===== src/rtl/load_store_unit.sv =====
// Load/store unit: single outstanding access to a word-organised data RAM with
// fixed latency, byte-lane stores, sign/zero-extended loads and fault reporting.
module load_store_unit #(
   parameter int unsigned DEPTH = 64,
   parameter int unsigned LAT   = 2
) (
   input  logic        clk,
   input  logic        rst_n,
   input  logic        req_valid,
   output logic        req_ready,
   input  logic        MemWrite,
   input  logic [2:0]  funct3,
   input  logic [31:0] ALUResult,
   input  logic [31:0] WriteData,
   output logic [31:0] ReadData,
   output logic        rsp_valid,
   output logic        err
);
   localparam int unsigned AW = $clog2(DEPTH);
   localparam int unsigned CW = 3;

   typedef enum logic [1:0] {IDLE, BUSY, RESP} state_t;

   state_t          state_q, state_d;
   logic [CW-1:0]   cnt_q, cnt_d;
   logic            we_q, we_d;
   logic [2:0]      f3_q, f3_d;
   logic [AW-1:0]   idx_q, idx_d;
   logic [1:0]      off_q, off_d;
   logic [31:0]     wdata_q, wdata_d;
   logic [31:0]     rdata_q, rdata_d;
   logic            err_q, err_d;
   logic            rsp_q, rsp_d;
   logic            rdy_q, rdy_d;

   logic [31:0]     mem [DEPTH];

   logic            bad_c;
   logic            mem_we_c;
   logic [3:0]      be_c;
   logic [31:0]     lane_c;
   logic [31:0]     rd_word_c;
   logic [31:0]     shifted_c;
   logic [31:0]     load_c;
   logic            unused_addr_c;

   assign unused_addr_c = ^ALUResult[31:AW+2];

   // Illegal size/sign encoding or misaligned half/word address
   always_comb begin
      bad_c = 1'b0;
      if (funct3[1:0] == 2'b11 || funct3 == 3'b110) bad_c = 1'b1;
      if (MemWrite && funct3[2])                      bad_c = 1'b1;
      if (funct3[1:0] == 2'b01 && ALUResult[0])       bad_c = 1'b1;
      if (funct3[1:0] == 2'b10 && ALUResult[1:0] != 2'b00) bad_c = 1'b1;
   end

   // Lane enables and replicated store data for the latched access
   always_comb begin
      be_c   = 4'b1111;
      lane_c = wdata_q;
      case (f3_q[1:0])
         2'b00: begin
            be_c   = 4'(4'b0001 << off_q);
            lane_c = {4{wdata_q[7:0]}};
         end
         2'b01: begin
            be_c   = off_q[1] ? 4'b1100 : 4'b0011;
            lane_c = {2{wdata_q[15:0]}};
         end
         default: begin
            be_c   = 4'b1111;
            lane_c = wdata_q;
         end
      endcase
   end

   // Load extraction and extension
   always_comb begin
      rd_word_c = mem[idx_q];
      shifted_c = rd_word_c >> {off_q, 3'b000};
      case (f3_q)
         3'b000:  load_c = {{24{shifted_c[7]}}, shifted_c[7:0]};
         3'b001:  load_c = {{16{shifted_c[15]}}, shifted_c[15:0]};
         3'b100:  load_c = {24'd0, shifted_c[7:0]};
         3'b101:  load_c = {16'd0, shifted_c[15:0]};
         default: load_c = rd_word_c;
      endcase
   end

   always_comb begin
      state_d  = state_q;
      cnt_d    = cnt_q;
      we_d     = we_q;
      f3_d     = f3_q;
      idx_d    = idx_q;
      off_d    = off_q;
      wdata_d  = wdata_q;
      rdata_d  = rdata_q;
      err_d    = err_q;
      mem_we_c = 1'b0;
      case (state_q)
         IDLE: begin
            if (req_valid) begin
               we_d    = MemWrite;
               f3_d    = funct3;
               idx_d   = ALUResult[AW+1:2];
               off_d   = ALUResult[1:0];
               wdata_d = WriteData;
               if (bad_c) begin
                  state_d = RESP;
                  err_d   = 1'b1;
                  rdata_d = 32'd0;
               end else begin
                  state_d = BUSY;
                  cnt_d   = CW'(LAT - 1);
               end
            end
         end
         BUSY: begin
            if (cnt_q == '0) begin
               state_d  = RESP;
               mem_we_c = we_q;
               err_d    = 1'b0;
               rdata_d  = we_q ? 32'd0 : load_c;
            end else begin
               cnt_d = cnt_q - CW'(1);
            end
         end
         RESP:    state_d = IDLE;
         default: state_d = IDLE;
      endcase
      rsp_d = (state_d == RESP);
      rdy_d = (state_d == IDLE);
   end

   always_ff @(posedge clk or negedge rst_n) begin
      if (!rst_n) begin
         state_q <= IDLE;
         cnt_q   <= '0;
         we_q    <= 1'b0;
         f3_q    <= 3'd0;
         idx_q   <= '0;
         off_q   <= 2'd0;
         wdata_q <= 32'd0;
         rdata_q <= 32'd0;
         err_q   <= 1'b0;
         rsp_q   <= 1'b0;
         rdy_q   <= 1'b1;
      end else begin
         state_q <= state_d;
         cnt_q   <= cnt_d;
         we_q    <= we_d;
         f3_q    <= f3_d;
         idx_q   <= idx_d;
         off_q   <= off_d;
         wdata_q <= wdata_d;
         rdata_q <= rdata_d;
         err_q   <= err_d;
         rsp_q   <= rsp_d;
         rdy_q   <= rdy_d;
      end
   end

   // RAM is not reset; a reset mid-access leaves state_q out of BUSY so no write occurs
   always_ff @(posedge clk) begin
      if (mem_we_c) begin
         for (int i = 0; i < 4; i++) begin
            if (be_c[i]) mem[idx_q][8*i +: 8] <= lane_c[8*i +: 8];
         end
      end
   end

   assign req_ready = rdy_q;
   assign rsp_valid = rsp_q;
   assign err       = err_q;
   assign ReadData  = rdata_q;
endmodule

===== config.mk =====
export PLATFORM = sky130hd
export DESIGN_NAME = load_store_unit
export DESIGN_NICKNAME = d
export VERILOG_FILES = /design/src/rtl/load_store_unit.sv
export SDC_FILE = /design/constraint.sdc
export NUM_CORES = 2
export LEC_CHECK = 0
export ABC_AREA = 1
export CORE_UTILIZATION = 31
export DETAILED_ROUTE_END_ITERATION = 10
export GPL_ROUTABILITY_DRIVEN = 1
export SLEW_MARGIN = 25
export SYNTH_ARGS = -nofsm -noshare
export SYNTH_HDL_FRONTEND = slang
export SYNTH_SLANG_ARGS = --single-unit

===== constraint.sdc =====
create_clock -name clk -period 5.1 [get_ports clk]
set_input_delay 0.765 -clock clk [delete_from_list [all_inputs] [get_ports clk]]
set_output_delay 0.765 -clock clk [all_outputs]
set_load 0.05 [all_outputs]

==> Word level (Yosys, flattened, before mapping) <==
Memories as Yosys holds them, arrays and structs flattened.
Index checks and enable logic that the tools add are counted.
Widths: inputs -> output; s select.
{ "op_classes": {"multipliers": 0, "add_sub_neg": 1, "bitwise": 0, "n_reduce_logical": 14, "n_eq_ne": 15, "n_div": 0, "shift": 2, "mux": 39, "magnitude_cmp": 0} }
{ "op_table": {"columns": ["cell", "n"], "rows": [
  ["$mux 32", 4],
  ["$pmux 32 s2", 2],
  ["$pmux 32 s4", 1],
  ["$shr 32x5->16", 1],
  ["$mux 1", 21],
  ["$ne 2x2->1 const B", 5],
  ["$eq 3x3->1 const B", 3],
  ["$mux 3", 3],
  ["$pmux 4 s2", 1],
  ["$reduce_and 4->1", 2],
  ["$eq 2x1->1 const B", 3],
  ["$eq 2x2->1 const B", 3],
  ["$logic_not 2->1", 3],
  ["$logic_not 3->1", 2],
  ["$mux 2", 3],
  ["$pmux 3 s2", 1],
  ["$mux 4", 1],
  ["$pmux 2 s2", 1],
  ["$reduce_bool 2->1", 2],
  ["$shl 1x2->4 const A", 1],
  ["$eq 3x1->1 const B", 1],
  ["$logic_and 1x1->1", 3],
  ["$sub 3x1->3 const B", 1],
  ["$pmux 1 s2", 1],
  ["other kinds (2)", 2]
]} }
{ "word_totals": {"ramBits": 2048, "romBits": 0, "latch_bits": 0, "n_memories": 1, "elab_cells": 83, "register_bits": 84} }
{ "memory_table": {"columns": ["memory", "depth", "width", "read_ports", "rd_clocked_by_memory_dff", "write_ports", "line_no", "text"], "rows": [
  ["mem", 64, 32, 1, 0, 1, "36", "logic [31:0] mem [DEPTH];"]
]} }

==> Depth between registers and ports, before layout <==
{ "depth": {"word_depth": 10, "depth_mapped": 21, "mapped_depth_nobuf": 17} }

==> Worst setup path after synthesis <==
No wires, ideal clock.
{ "synth_timing": {"kind": "register -> register", "from": "reg f3_q[1]", "to": "mem mem[0][11] (data pin)", "setup_ns": 0.702, "slack_ns": 0.961, "period_less_slack_ns": 4.139, "n_path_buf": 2, "arrival_time_ns": 3.437, "stages_incl_launch_ff": 5, "t_required_ns": 4.398, "cell_sequence": "dfrtp_1 -> clkbuf_1 -> nor2_1 -> clkbuf_1 -> o21ai_0"} }
{ "synth_between": {"elab_chain_len": 2, "elab_cells_between_ends": 3, "classes_between": "1 x eq/ne; 1 x mux; 1 x reduce/logical"} }
{ "synth_lines": {"columns": ["item", "line_no", "text"], "rows": [
  ["start: declaration", "27", "logic [2:0] f3_q, f3_d;"],
  ["start signal: assignment", "142", "f3_q <= 3'd0;"],
  ["start signal: assignment", "154", "f3_q <= f3_d;"],
  ["$eq 2x1->1 / $logic_not 2->1 (equally long branches)", "62", "case (f3_q[1:0])"],
  ["$pmux 32 s2 (*)", "62", null],
  ["net lane_c[11]", "41", "logic [31:0] lane_c;"],
  ["end: declaration", "36", null]
]} }
The timed path passes the listed nets; every way through them passes the cells marked *.

==> Final worst setup path <==
{ "layout_timing": {"from": "reg idx_q[2]", "to": "reg rdata_q[11], in the netlist ReadData[11]"} }
{ "layout_between": {"elab_chain_len": 6} }
{ "layout_lines": {"columns": ["item", "line_no", "text"], "rows": [
  ["start: declaration", "28", "logic [AW-1:0] idx_q, idx_d;"],
  ["start signal: assignment", "155", "idx_q <= idx_d;"],
  ["$mem_v2 64x32 (*)", null, null],
  ["$shr 32x5->16", "81", "shifted_c = rd_word_c >> {off_q, 3'b000};"],
  ["$pmux 32 s4 (*)", "82", "case (f3_q)"],
  ["$mux 32 (*)", "125", "rdata_d = we_q ? 32'd0 : load_c;"],
  ["$mux 32 (*)", "121", "if (cnt_q == '0) begin"],
  ["$pmux 32 s2 (*)", "102", "case (state_q)"],
  ["end signal: assignment", "158", "rdata_q <= rdata_d;"],
  ["end: declaration", "31", "logic [31:0] rdata_q, rdata_d;"]
]} }
Every way passes the cells marked *; elsewhere a longest branch is shown, timed or not. The select of a mux whose other input is x is not followed.
A chain may end at the register's enable or synchronous reset.

==> flow_summary.json <==
{
  "die_h_um": 536.5,
  "rows": 195,
  "async_reset_ff_share_pct": 3.940,
  "grt_usage_pct": 18.12,
  "h-tree-depth": 4,
  "synth_edf_count": 2048,
  "synthDistinctLibCells": 36,
  "dr.pass1.iters": 6,
  "grt_pass1_vias": 57676,
  "via_count": 59994,
  "ys_seq_area_share_pct": 71.82,
  "place_ws_ps": 897.0,
  "area_growth_pct": 14.38,
  "ys_ff_latch": 2132,
  "crit_type": "flip-flop to flip-flop",
  "min_path_type": "input pin to flip-flop",
  "drt-initial-drc-count": 6404,
  "power_switching_mw": 23.75,
  "hpwl_um": 158000,
  "grt_overflow": 0,
  "start_util_pct": 31.26,
  "p_leak_nw": 39.13,
  "slew_viol_final": 0,
  "nNetsFinal": 8481,
  "grt_setup_unrepaired": "no",
  "drc_errors": 0,
  "grt_max_degree": 159,
  "use_met2_pct": 28.64,
  "antenna_found_initial": 8,
  "cts_root_buf": "clkbuf_16",
  "clkTransAtPathRegs_ps": 60,
  "relSlewSlack_pct": 26.18,
  "netlist_instances": 8249,
  "post-route-min-period_ps": 4293,
  "min_period_over_period_pct": 84.18,
  "required_ps": 5830,
  "drive_above_1_share_pct": 7.730,
  "syn_nets": 8322,
  "setup_violations": 0,
  "yosys.area.top_type_share_pct": 69.45,
  "max_cap_viol_count": 0,
  "fp.dieArea_mm2": 0.2878,
  "clock_power_share_pct": 25.2,
  "worst_pin_slew_ps": 1105,
  "grt_pass1_wl_um": 383900,
  "finalWeightedCongestion": 0.9104,
  "grtUsageMet1_pct": 22.99,
  "synth.avg_cell_area_um2": 10.74,
  "cts_max_path_buffers": 3,
  "fin_skew_ps": 35.71,
  "power.total_mw": 60.02,
  "cellPowerDensity_mw_per_mm2": 592.6,
  "syn_area_mm2": 0.08855,
  "hold-worst-slack_ps": 444.5,
  "grt.busiest_layer": "met2",
  "ios": 106,
  "p_sw_share_pct": 39.57,
  "setup_tns_ps": 0,
  "max_freq_ghz": 0.2329,
  "antenna_left": 0,
  "power.internal_mw": 36.27,
  "r2r_slack_ps": 810,
  "cts_tree": "done",
  "yosys.area.top_type": "edfxtp_1",
  "io_buffers": 81,
  "synth_ff_type": "edfxtp_1",
  "p_comb_share_pct": 35.5,
  "ctsResizeCount": 0,
  "die_w_um": 536.5,
  "cts_hold_buf": 1,
  "hold_viol_final": 0,
  "arrival_ps": 5030,
  "peakVddDrop_uv": 619.2,
  "cp_max_fo": 25,
  "startpoint_type": "flip-flop",
  "use_met3_pct": 4.481,
  "post_cts_buffers": 0,
  "wire_per_inst_um": 21.47,
  "final.setup.worst_slack_ps": 807.1,
  "outcome": "finished clean",
  "clkLatencyLatePin_ps": 860,
  "coreArea_mm2": 0.2833,
  "pwr-share-seq_pct": 39.3,
  "viasPerCell": 4.868,
  "cts_buffers": 211,
  "synth.area.top_cells": "edfxtp_1 69%, nand2_1 18%, dfrtp_1 2.3%",
  "cts_sinks": 2132,
  "ys_warn_count": 0,
  "totalWireLength_um": 264700,
  "endpoint_kind": "flip-flop"
}
[logic make-up after synthesis]
group | Yosys count | share of synthesized area (%)
xor gates and xnor gates | 1 | 0.009892
adders and majority gates | 2 | 0.02825
and+or+nand+nor | 5040 | 22.16
buffers and inverters | 642 | 3.309
AOI/OAI and AO/OA | 432 | 2.673
DFF | 2132 | 71.82
[sequential cells by signal, indices dropped and copies added (netlist names), 2 cells and up]
name	cells
mem	2048
ReadData	32
wdata_q	32
idx_q	6
cnt_q	3
f3_q	3
off_q	2
state_q	2
[power by group through the flow]
stage                     Combinational, mW  Clock [mW]  Sequential [mW]
after floorplan                        11.7           0             24.5
after global placement                 20.7           0             23.9
after detailed placement               21.0           0             24.0
after CTS                              21.1        15.3             23.6
after global routing                   23.0        15.9             23.6
final                                  21.3        15.1             23.6
[cell usage after synthesis (2+ instances only)]
library cell,count
a21boi_0,4
o211ai_1,20
buf_6,18
nor2_1,432
edfxtp_1,2048
nand2_1,4248
nor2_2,5
nor3_1,9
clkbuf_1,119
dfrtp_1,83
or2_2,17
nand4_1,91
inv_1,201
a21oi_1,179
or2_1,27
buf_1,33
or2_0,22
nand3b_1,9
o21ai_0,124
nand2_2,4
and2_1,7
nand3_1,167
buf_4,20
inv_2,3
buf_2,246
ha_1,2
a22oi_1,55
o21ai_1,48
[per-stage QoR]
step,util (%),cell area [µm²],instances
after floorplan,-,88550,8249
final,35.76,101300,12325
after global placement,33.40,94600,11936
after global routing,35.75,101300,12321
after CTS,35.74,101200,12319
after detailed placement,33.40,94610,11936
[critical path, cell delays in order (launching register included)]
cell and delay (ps):
dfrtp_4 680, nand2_2 500, inv_1 610, buf_4 340, nand3_1 60, nand2_1 60, o21ai_1 220, nand2_1 90
nor2_1 410, nand2_1 160, nand2_1 110, nand2_1 70, inv_1 60, nand2_1 90, nand2_2 370, nand3_1 160
nand2_1 90, nand2_1 50
[cell usage in the layout, fill, tap and decap left out, types with 48 or more instances in the layout]
cell	netlist	routed
o21ai_1	48	48
o21ai_0	124	119
clkbuf_1	119	60
nor2_1	432	426
a22oi_1	55	55
dfrtp_1	83	72
clkdlybuf4s50_1	0	80
buf_4	20	283
nand2_1	4248	4233
nand4_1	91	91
a21oi_1	179	179
edfxtp_1	2048	2048
inv_1	201	199
clkbuf_16	0	217
nand3_1	167	164
[layer usage]
layer | wire [µm] | part of all wire, %
met3 | 24720 | 9.3
met4 | 14460 | 5.5
met5 | 408 | 0.15
met2 | 120200 | 45
met1 | 104900 | 40
[worst paths after layout]
path,endpoint,startpoint,cells past startpoint
setup / recovery,ReadData[11]$_DFFE_PN0P_,idx_q[2]$_DFFE_PN0P_,17
hold / removal,wdata_q[5]$_DFFE_PN0P_,WriteData[5],3
setup reg to reg,ReadData[11]$_DFFE_PN0P_,idx_q[2]$_DFFE_PN0P_,17
hold reg to reg,wdata_q[27]$_DFFE_PN0P_,wdata_q[27]$_DFFE_PN0P_,2
max in group asynchronous,idx_q[0]$_DFFE_PN0P_,rst_n,3
min in group asynchronous,ReadData[20]$_DFFE_PN0P_,rst_n,2
[layout make-up]
cell class	count	area (µm²)
Antenna cell	5	12.51
Clock buffer	279	5683
Clock inverter	103	938.4
Fill cell	27559	182000
Inverter	206	802.0
Multi-Input combinational cell	5475	22240
Sequential cell	2132	63630
Tap cell	3743	4683
Timing Repair Buffer	382	3303
No activity file was read; power rests on OpenSTA's default activity.
